**src/rtl/fifo_uart_tx.sv**
```systemverilog
// fifo_uart_tx: drain stage on the read side of an asynchronous FIFO.
// Pops one word at a time through the FIFO's first-word-fall-through read port.
// Each word is sent as DATA_WIDTH/8 UART 8N1 frames, least significant byte first.
//
// Ports:
//   clk        read-domain clock; all logic runs on posedge
//   rst        synchronous, active-high reset
//   en         allows a new word to start (a word in flight always completes)
//   rempty     FIFO empty flag
//   rdata      FIFO head word, valid while rempty = 0
//   rpull      FIFO pop strobe; one registered pulse in the first start-bit cycle
//   tx         UART serial output, idle high
//   busy       high while a word is being transmitted
//   words_sent count of fully transmitted words; wraps to 0
module fifo_uart_tx #(
    parameter int unsigned DATA_WIDTH   = 32,
    parameter int unsigned CLKS_PER_BIT = 16,
    parameter int unsigned CNT_WIDTH    = 16
) (
    input  logic                  clk,
    input  logic                  rst,
    input  logic                  en,
    input  logic                  rempty,
    input  logic [DATA_WIDTH-1:0] rdata,
    output logic                  rpull,
    output logic                  tx,
    output logic                  busy,
    output logic [CNT_WIDTH-1:0]  words_sent
);

    localparam int unsigned NumBytes = DATA_WIDTH / 8;
    localparam int unsigned BaudW    = $clog2(CLKS_PER_BIT);
    localparam int unsigned ByteW    = (NumBytes > 1) ? $clog2(NumBytes) : 1;

    localparam logic [BaudW-1:0] BaudMax = BaudW'(CLKS_PER_BIT - 1);
    localparam logic [ByteW-1:0] ByteMax = ByteW'(NumBytes - 1);

    typedef enum logic [1:0] {StIdle, StStart, StData, StStop} state_e;

    state_e                state_q, state_d;
    logic [DATA_WIDTH-1:0] word_q, word_d;
    logic [BaudW-1:0]      baud_q, baud_d;
    logic [2:0]            bit_q, bit_d;
    logic [ByteW-1:0]      byte_q, byte_d;
    logic [CNT_WIDTH-1:0]  cnt_q, cnt_d;
    logic                  tx_q, tx_d;
    logic                  rpull_q, rpull_d;

    logic [7:0] cur_byte;
    logic       baud_done;

    always_comb begin
        state_d   = state_q;
        word_d    = word_q;
        baud_d    = baud_q;
        bit_d     = bit_q;
        byte_d    = byte_q;
        cnt_d     = cnt_q;
        tx_d      = tx_q;
        rpull_d   = 1'b0;
        cur_byte  = 8'(word_q >> {byte_q, 3'b000});
        baud_done = (baud_q == BaudMax);

        unique case (state_q)
            StIdle: begin
                tx_d = 1'b1;
                if (en && !rempty) begin
                    // Latch the head word now; the pop lands during the first start-bit cycle.
                    word_d  = rdata;
                    rpull_d = 1'b1;
                    state_d = StStart;
                    byte_d  = '0;
                    baud_d  = '0;
                    tx_d    = 1'b0;
                end
            end
            StStart: begin
                if (baud_done) begin
                    baud_d  = '0;
                    bit_d   = '0;
                    state_d = StData;
                    tx_d    = cur_byte[0];
                end else begin
                    baud_d = baud_q + 1'b1;
                end
            end
            StData: begin
                if (baud_done) begin
                    baud_d = '0;
                    if (bit_q == 3'd7) begin
                        state_d = StStop;
                        tx_d    = 1'b1;
                    end else begin
                        bit_d = bit_q + 3'd1;
                        tx_d  = cur_byte[bit_d];
                    end
                end else begin
                    baud_d = baud_q + 1'b1;
                end
            end
            StStop: begin
                if (baud_done) begin
                    baud_d = '0;
                    if (byte_q == ByteMax) begin
                        cnt_d   = cnt_q + 1'b1;
                        state_d = StIdle;
                        tx_d    = 1'b1;
                    end else begin
                        byte_d  = byte_q + 1'b1;
                        state_d = StStart;
                        tx_d    = 1'b0;
                    end
                end else begin
                    baud_d = baud_q + 1'b1;
                end
            end
            default: begin
                state_d = StIdle;
                tx_d    = 1'b1;
            end
        endcase
    end

    always_ff @(posedge clk) begin
        if (rst) begin
            state_q <= StIdle;
            word_q  <= '0;
            baud_q  <= '0;
            bit_q   <= '0;
            byte_q  <= '0;
            cnt_q   <= '0;
            tx_q    <= 1'b1;
            rpull_q <= 1'b0;
        end else begin
            state_q <= state_d;
            word_q  <= word_d;
            baud_q  <= baud_d;
            bit_q   <= bit_d;
            byte_q  <= byte_d;
            cnt_q   <= cnt_d;
            tx_q    <= tx_d;
            rpull_q <= rpull_d;
        end
    end

    assign rpull      = rpull_q;
    assign tx         = tx_q;
    assign busy       = (state_q != StIdle);
    assign words_sent = cnt_q;

endmodule
```
**config.mk**
```make
export PLATFORM = sky130hd
export DESIGN_NAME = fifo_uart_tx
export DESIGN_NICKNAME = d
export VERILOG_FILES = /design/src/rtl/fifo_uart_tx.sv
export SDC_FILE = /design/constraint.sdc
export NUM_CORES = 1
export LEC_CHECK = 0
export CAP_MARGIN = 10
export CORE_MARGIN = 4
export CORE_UTILIZATION = 44
export DETAILED_ROUTE_END_ITERATION = 7
export GPL_TIMING_DRIVEN = 0
export MAX_ROUTING_LAYER = met4
export PLACE_DENSITY_LB_ADDON = 0.1
export SYNTH_ARGS = -nofsm -noshare
export SYNTH_HDL_FRONTEND = slang
export SYNTH_SLANG_ARGS = --single-unit
export TNS_END_PERCENT = 5
```
**constraint.sdc**
```tcl
create_clock -name clk -period 2.6 [get_ports clk]
set_clock_uncertainty 0.2 [all_clocks]
set_input_delay 0.39 -clock clk [delete_from_list [all_inputs] [get_ports clk]]
set_output_delay 0.39 -clock clk [all_outputs]
set_load 0.05 [all_outputs]
```
==> results.toml, run 1 <==
[outcome]
status = "complete, no violations"

[drt]
drc = 0
vias = 2431
post_drt_wl_per_cell_um = 14.08
first_pass_iters = 4
vias_per_cell = 5.129
routed_wl_mm = 6.672
ant_nets = 0
dr.first_iter.drc_count = 125

[logic_synthesis]
synthesis.area_um2 = 2819
postSynthAreaPerCell_um2 = 8.542
ys_seq_elements = 61
yosys_warnings = 0
synth_cells = 330
yosysTopAreaCellShare_pct = 43.32
ys_types = 44
mappedNetlistNets = 375
yosysTopAreaCell = "dfxtp_1"
yosysMostFrequentCell = "nand2_1"
synth_common_cells = "nand2_1, dfxtp_1, a21oi_1, nor2_1, clkbuf_1"
synth_ff_type = "dfxtp_1"
ys_top_cells_by_area = "dfxtp_1, nand2_1, a21oi_1"
synth_edf_count = 0
async_flop_share_pct = 0
synth-seq-area-share_pct = 43.32

[worst_setup_path]
cp_max_fo = 10
end_kind = "flop"
crit_chain = "inv_1 -> ha_1 -> clkbuf_1 -> and3_1 -> buf_2 -> clkbuf_1 -> nand2_1 -> a21oi_1"
critPathMaxStageDelay_ns = 0.46
critPathSlowestCell = "clkbuf_1"
crit_arrival_ns = 2.41
start_kind = "flop"
critPathRequiredTime_ns = 2.67
path_class = "reg2reg"
timing.critical_path.mode_cell = "clkbuf_1"

[timing]
finalHoldViolCount = 0
fin_crit_sh_pct = 89.94
grt_setup_unrepaired = "false"
setup_viol_count_final = 0
slew_viol_final = 0
max_freq_ghz = 0.4276
fin_setup_tns_ns = 0
period_needed_ns = 2.338
slew-limit-headroom_pct = 61.40
worst_pin_slew_ns = 0.5790

[cts]
cts_setup_buffers = 0
htree_levels = 3
clock_sinks = 61
hold_buffers = 0
clkLatencyLatePin_ns = 0.34
clk_pin_slew_ns = 0.07
clock_tree.buffer_depth = 2
root_buffer = "clkbuf_8"
cts_tree = "done"
numCtsBuffers = 9

[finish]
fin_util_pct = 60.22
diodes = 0
drive_gt1_share_pct = 7.519
layoutNonFillerInstCount = 474
final_nets = 439
syn_to_final_growth_pct = 29.47

[placement]
io_buffers = 53
gp_congestion = 0.8519
dp_hpwl_mm = 4.959
place_inst = 458

[min_path]
hold_class = "reg2reg"

[power]
p_seq_share_pct = 42.5
comb_power_share_pct = 22.4
swShare_pct = 30.00
switching_power_mw = 0.7563
p_leak_nw = 1.367
ir_drop_uv = 401.1
power_density_nw_per_um2 = 690.6
p_clk_share_pct = 35.1
p_int_mw = 1.764

[floorplanning]
die_y_um = 88.04
die_area_um2 = 7751
initial_utilization_pct = 46.51
row_count = 28
ios = 55
core_um2 = 6061
die_w_um = 88.04

[grt]
antenna_found_initial = 0
grt_max_degree = 11
grt_pass1_wl_mm = 11.10
grt_pass1_vias = 2315
grtUsageTotal_pct = 19.17
overflow = 0

[job]
drv_cap = 0
cells by family after synthesis:
| group | count (synthesis) | synth area share, % |
|---|---|---|
| xor+xnor | 15 | 4.660 |
| fa+ha+maj | 9 | 3.995 |
| compound gates | 58 | 11.45 |
| buf+inv | 26 | 3.906 |
| simple gates | 146 | 24.06 |
| mux | 15 | 8.611 |
| flops | 61 | 43.32 |
layout by cell type, fill, tap and decap left out, types with 2 or more instances in the layout:
master	instances
mux4_2	3
inv_1	7
and4_1	2
and3_1	6
a21oi_1	42
clkbuf_1	15
a31oi_1	2
nor3_1	3
mux4_1	3
clkbuf_8	12
o21ai_0	4
nand3b_1	2
ha_1	9
nand2_1	77
or3_1	2
xnor2_1	5
nand4_1	6
mux2i_1	7
nor2b_1	3
clkdlybuf4s50_1	52
nand3_1	9
nor2_1	27
buf_2	4
dfxtp_1	61
xor2_1	10
nor4_1	2
state kept, by name (all words and copies together), names as in the netlist:
signal and count:
baud_q 4, rpull 1, words_sent 16, byte_q 2
word_q 32, bit_q 3, state_q 2, tx 1
power groups by stage:
stage / combinational (mW) / sequential, mW / clock, mW
after floorplan: 0.376 / 1.10 / 0
after global placement: 0.566 / 1.09 / 0
after detailed placement: 0.572 / 1.09 / 0
after CTS: 0.570 / 1.07 / 0.902
after global routing: 0.633 / 1.08 / 0.945
final: 0.564 / 1.07 / 0.886
path summary, 6_finish.rpt:
check / from / cells after the start / to / slack, ns
setup / recovery: state_q[0]$_SDFFE_PP0P_ / 8 / word_q[28]$_SDFFE_PP0P_ / 0.26
hold / removal: word_q[7]$_SDFFE_PP0P_ / 2 / word_q[7]$_SDFFE_PP0P_ / 0.25
setup reg to reg: state_q[0]$_SDFFE_PP0P_ / 8 / word_q[28]$_SDFFE_PP0P_ / 0.26
hold reg to reg: word_q[7]$_SDFFE_PP0P_ / 2 / word_q[7]$_SDFFE_PP0P_ / 0.25
per-stage QoR:
stage	setup WS (ns)	instance area, um^2	hold WS [ns]	total power [mW]
global placement	0.1657	3443	0.2401	1.655
detailed placement	0.1550	3443	0.2441	1.665
global route	0.03130	3650	0.2735	2.659
CTS	0.05842	3654	0.2532	2.543
finish	0.2616	3650	0.2512	2.521
floorplan	0.4968	2819	0.2315	1.475
critical path: cells and delay by family, from the launching register on:
family                     cells  cell delay [ns]
buffers and inverters          4             1.08
DFF                            1             0.33
adders and majority gates      1             0.15
AOI/OAI and AO/OA              1             0.14
and+or+nand+nor                2             0.36
layer usage:
metal	GRT usage, %	vias up	part of all wire [%]
li1	-	1263	-
met1	24.94	1114	49
met2	29.11	44	46
met3	5.362	10	4.3
met4	5.769	0	1.1
met5	-	-	0
timing repair:
| item | in CTS | in global routing |
|---|---|---|
| gates resized for setup | 1 | 2 |
| endpoints found under the hold margin | 0 | 0 |
| endpoints found under the setup margin | 1 | 1 |
cell type report:
cell class                      instances  area [um^2]
Sequential cell                        61         1221
Clock inverter                          3        42.54
Tap cell                               75        93.84
Multi-Input combinational cell        243         1488
Fill cell                             577         2411
Inverter                                7        26.28
Buffer                                 19        83.83
Timing Repair Buffer                   53        525.5
Clock buffer                           13        168.9
No activity file was read; power rests on OpenSTA's default activity.
==> inputs of run 2 (changes only) <==
SETUP_SLACK_MARGIN = 0.3   (was unset)
==> results.toml, run 2 (synthesis results as in run 1) <==
[timing]
fin_setup_tns_ns = 0
worst_pin_slew_ns = 0.5802
grt_setup_unrepaired = "true"
finalHoldViolCount = 0
fin_crit_sh_pct = 85.32
max_freq_ghz = 0.4508
period_needed_ns = 2.218
slew_viol_final = 0
setup_ws_ns = 0.3816
setup_viol_count_final = 0
slew-limit-headroom_pct = 61.32

[worst_setup_path]
reg2reg_from = "state_q[1]$_SDFFE_PP0P_"
r2r_cells = 6
r2r_slack_ns = 0.46
start_kind = "flop"
crit_arrival_ns = 1.63
path_class = "reg2out"
end_kind = "output pin"
cp_max_fo = 9
critPathRequiredTime_ns = 2.01
rr_endpoint = "words_sent[15]$_SDFFE_PP0P_"

[grt]
busiest_layer = "met2"
grtUsageMet2_pct = 29.11
grtUsageTotal_pct = 19.19
grt_pass1_vias = 2317
antenna_found_initial = 0
overflow = 0
grt_pass1_wl_mm = 11.12
use_met1_pct = 25.00
met3_usage_pct = 5.362
grt_max_degree = 11

[finish]
final_common_cell = "nand2_1"
drive_gt1_share_pct = 8.020
diodes = 0
final_cell_mix = "nand2_1, dfxtp_1, clkdlybuf4s50_1"
fillers = 578
syn_to_final_growth_pct = 29.56
largest_reg_flops = 32
final_nets = 439
regMostFlops = "word_q"

[power]
power_density_nw_per_um2 = 690.2
p_leak_nw = 1.373
ir_drop_uv = 400.5

[cts]
clkLatencyLatePin_ns = 0.34
clk_pin_slew_ns = 0.07
numCtsBuffers = 9
clock_tree.buffer_depth = 2
cts_tree = "done"
root_buffer = "clkbuf_8"
htree_levels = 3
clock_sinks = 61
hold_buffers = 0

[drt]
dr.first_iter.drc_count = 140
routed_wl_mm = 6.662
drc = 0
ant_nets = 0
post_drt_wl_per_cell_um = 14.05
vias_per_cell = 5.158
first_pass_iters = 4
vias = 2445

[outcome]
status = "complete, no violations"

[min_path]
hp-start = "word_q[7]$_SDFFE_PP0P_"
hold_depth = 2
hold_class = "reg2reg"
hold_end = "word_q[7]$_SDFFE_PP0P_"

[floorplanning]
die_area_um2 = 7751
core_um2 = 6061
die_w_um = 88.04
row_count = 28
ios = 55
initial_utilization_pct = 46.51
die_y_um = 88.04

[placement]
gp_congestion = 0.8519
io_buffers = 53
dp_hpwl_mm = 4.959
pre_cts_ws_ns = 0.1550

[job]
drv_cap = 0
[run 2: cell types whose count changed in the layout (fill, tap and decap cells not counted)]
| cell | delta |
|---|---|
| clkbuf_2 | +1 |
| clkbuf_1 | -2 |
| buf_2 | +1 |
[run 2: area by class of cell]
type	count	area, um^2	share of cell area [%]
flip-flops and latches	61	1221	33.44
plain buffers	19	86.33	2.364
well taps	75	93.84	2.569
multi-input cells	243	1488	40.73
inverters	7	26.28	0.7194
clock buffers	13	168.9	4.625
clock inverters	3	42.54	1.165
repair buffers	53	525.5	14.39
[run 2: critical path: stages, from the launching register on]
cell      delay (ns)
dfxtp_1         0.41
inv_1           0.08
ha_1            0.18
clkbuf_2        0.17
inv_1           0.16
buf_2           0.29
[run 2: timing repair]
action / CTS / global route
setup buffers: 0 / 0
endpoints found under the setup margin: 10 / 15
gates resized for setup: 6 / 2
[run 2: stage by stage]
| step | hold slack (ns) | utilization (%) | cells | instance area [um^2] | total power [mW] |
|---|---|---|---|---|---|
| 4_1_cts | 0.2532 | 60.24 | 474 | 3651 | 2.544 |
| 3_5_place_dp | 0.2441 | 56.81 | 458 | 3443 | 1.665 |
| 2_1_floorplan | 0.2315 | - | 330 | 2819 | 1.475 |
| 3_3_place_gp | 0.2401 | 56.81 | 458 | 3443 | 1.655 |
| 6_report | 0.2511 | 60.26 | 474 | 3652 | 2.521 |
| 5_1_grt | 0.2735 | 60.26 | 474 | 3652 | 2.662 |
[run 2: routing by layer]
| layer | wire length, um | part of all wire [%] | up-vias |
|---|---|---|---|
| li1 | - | - | 1263 |
| met1 | 3239 | 49 | 1129 |
| met2 | 3064 | 46 | 44 |
| met3 | 284 | 4.3 | 9 |
| met4 | 73 | 1.1 | 0 |
| met5 | 0 | 0 | - |
[run 2: power by group]
part	switching [mW]	total [mW]	internal, mW
sequential	0.0540	1.07	1.02
combinational	0.337	0.567	0.231
clock	0.362	0.882	0.520
total	0.753	2.52	1.77
[run 2: worst max path at each step]
stage | from | endpoint | slack [ns]
final | state_q[1]$_SDFFE_PP0P_ | busy | 0.38
after global routing | state_q[1]$_SDFFE_PP0P_ | busy | 0.25
after CTS | state_q[1]$_SDFFE_PP0P_ | busy | 0.37
after detailed placement | state_q[0]$_SDFFE_PP0P_ | busy | 0.16
after global placement | state_q[1]$_SDFFE_PP0P_ | busy | 0.17
after floorplan | state_q[0]$_SDFFE_PP0P_ | state_q[0]$_SDFFE_PP0P_ | 0.50
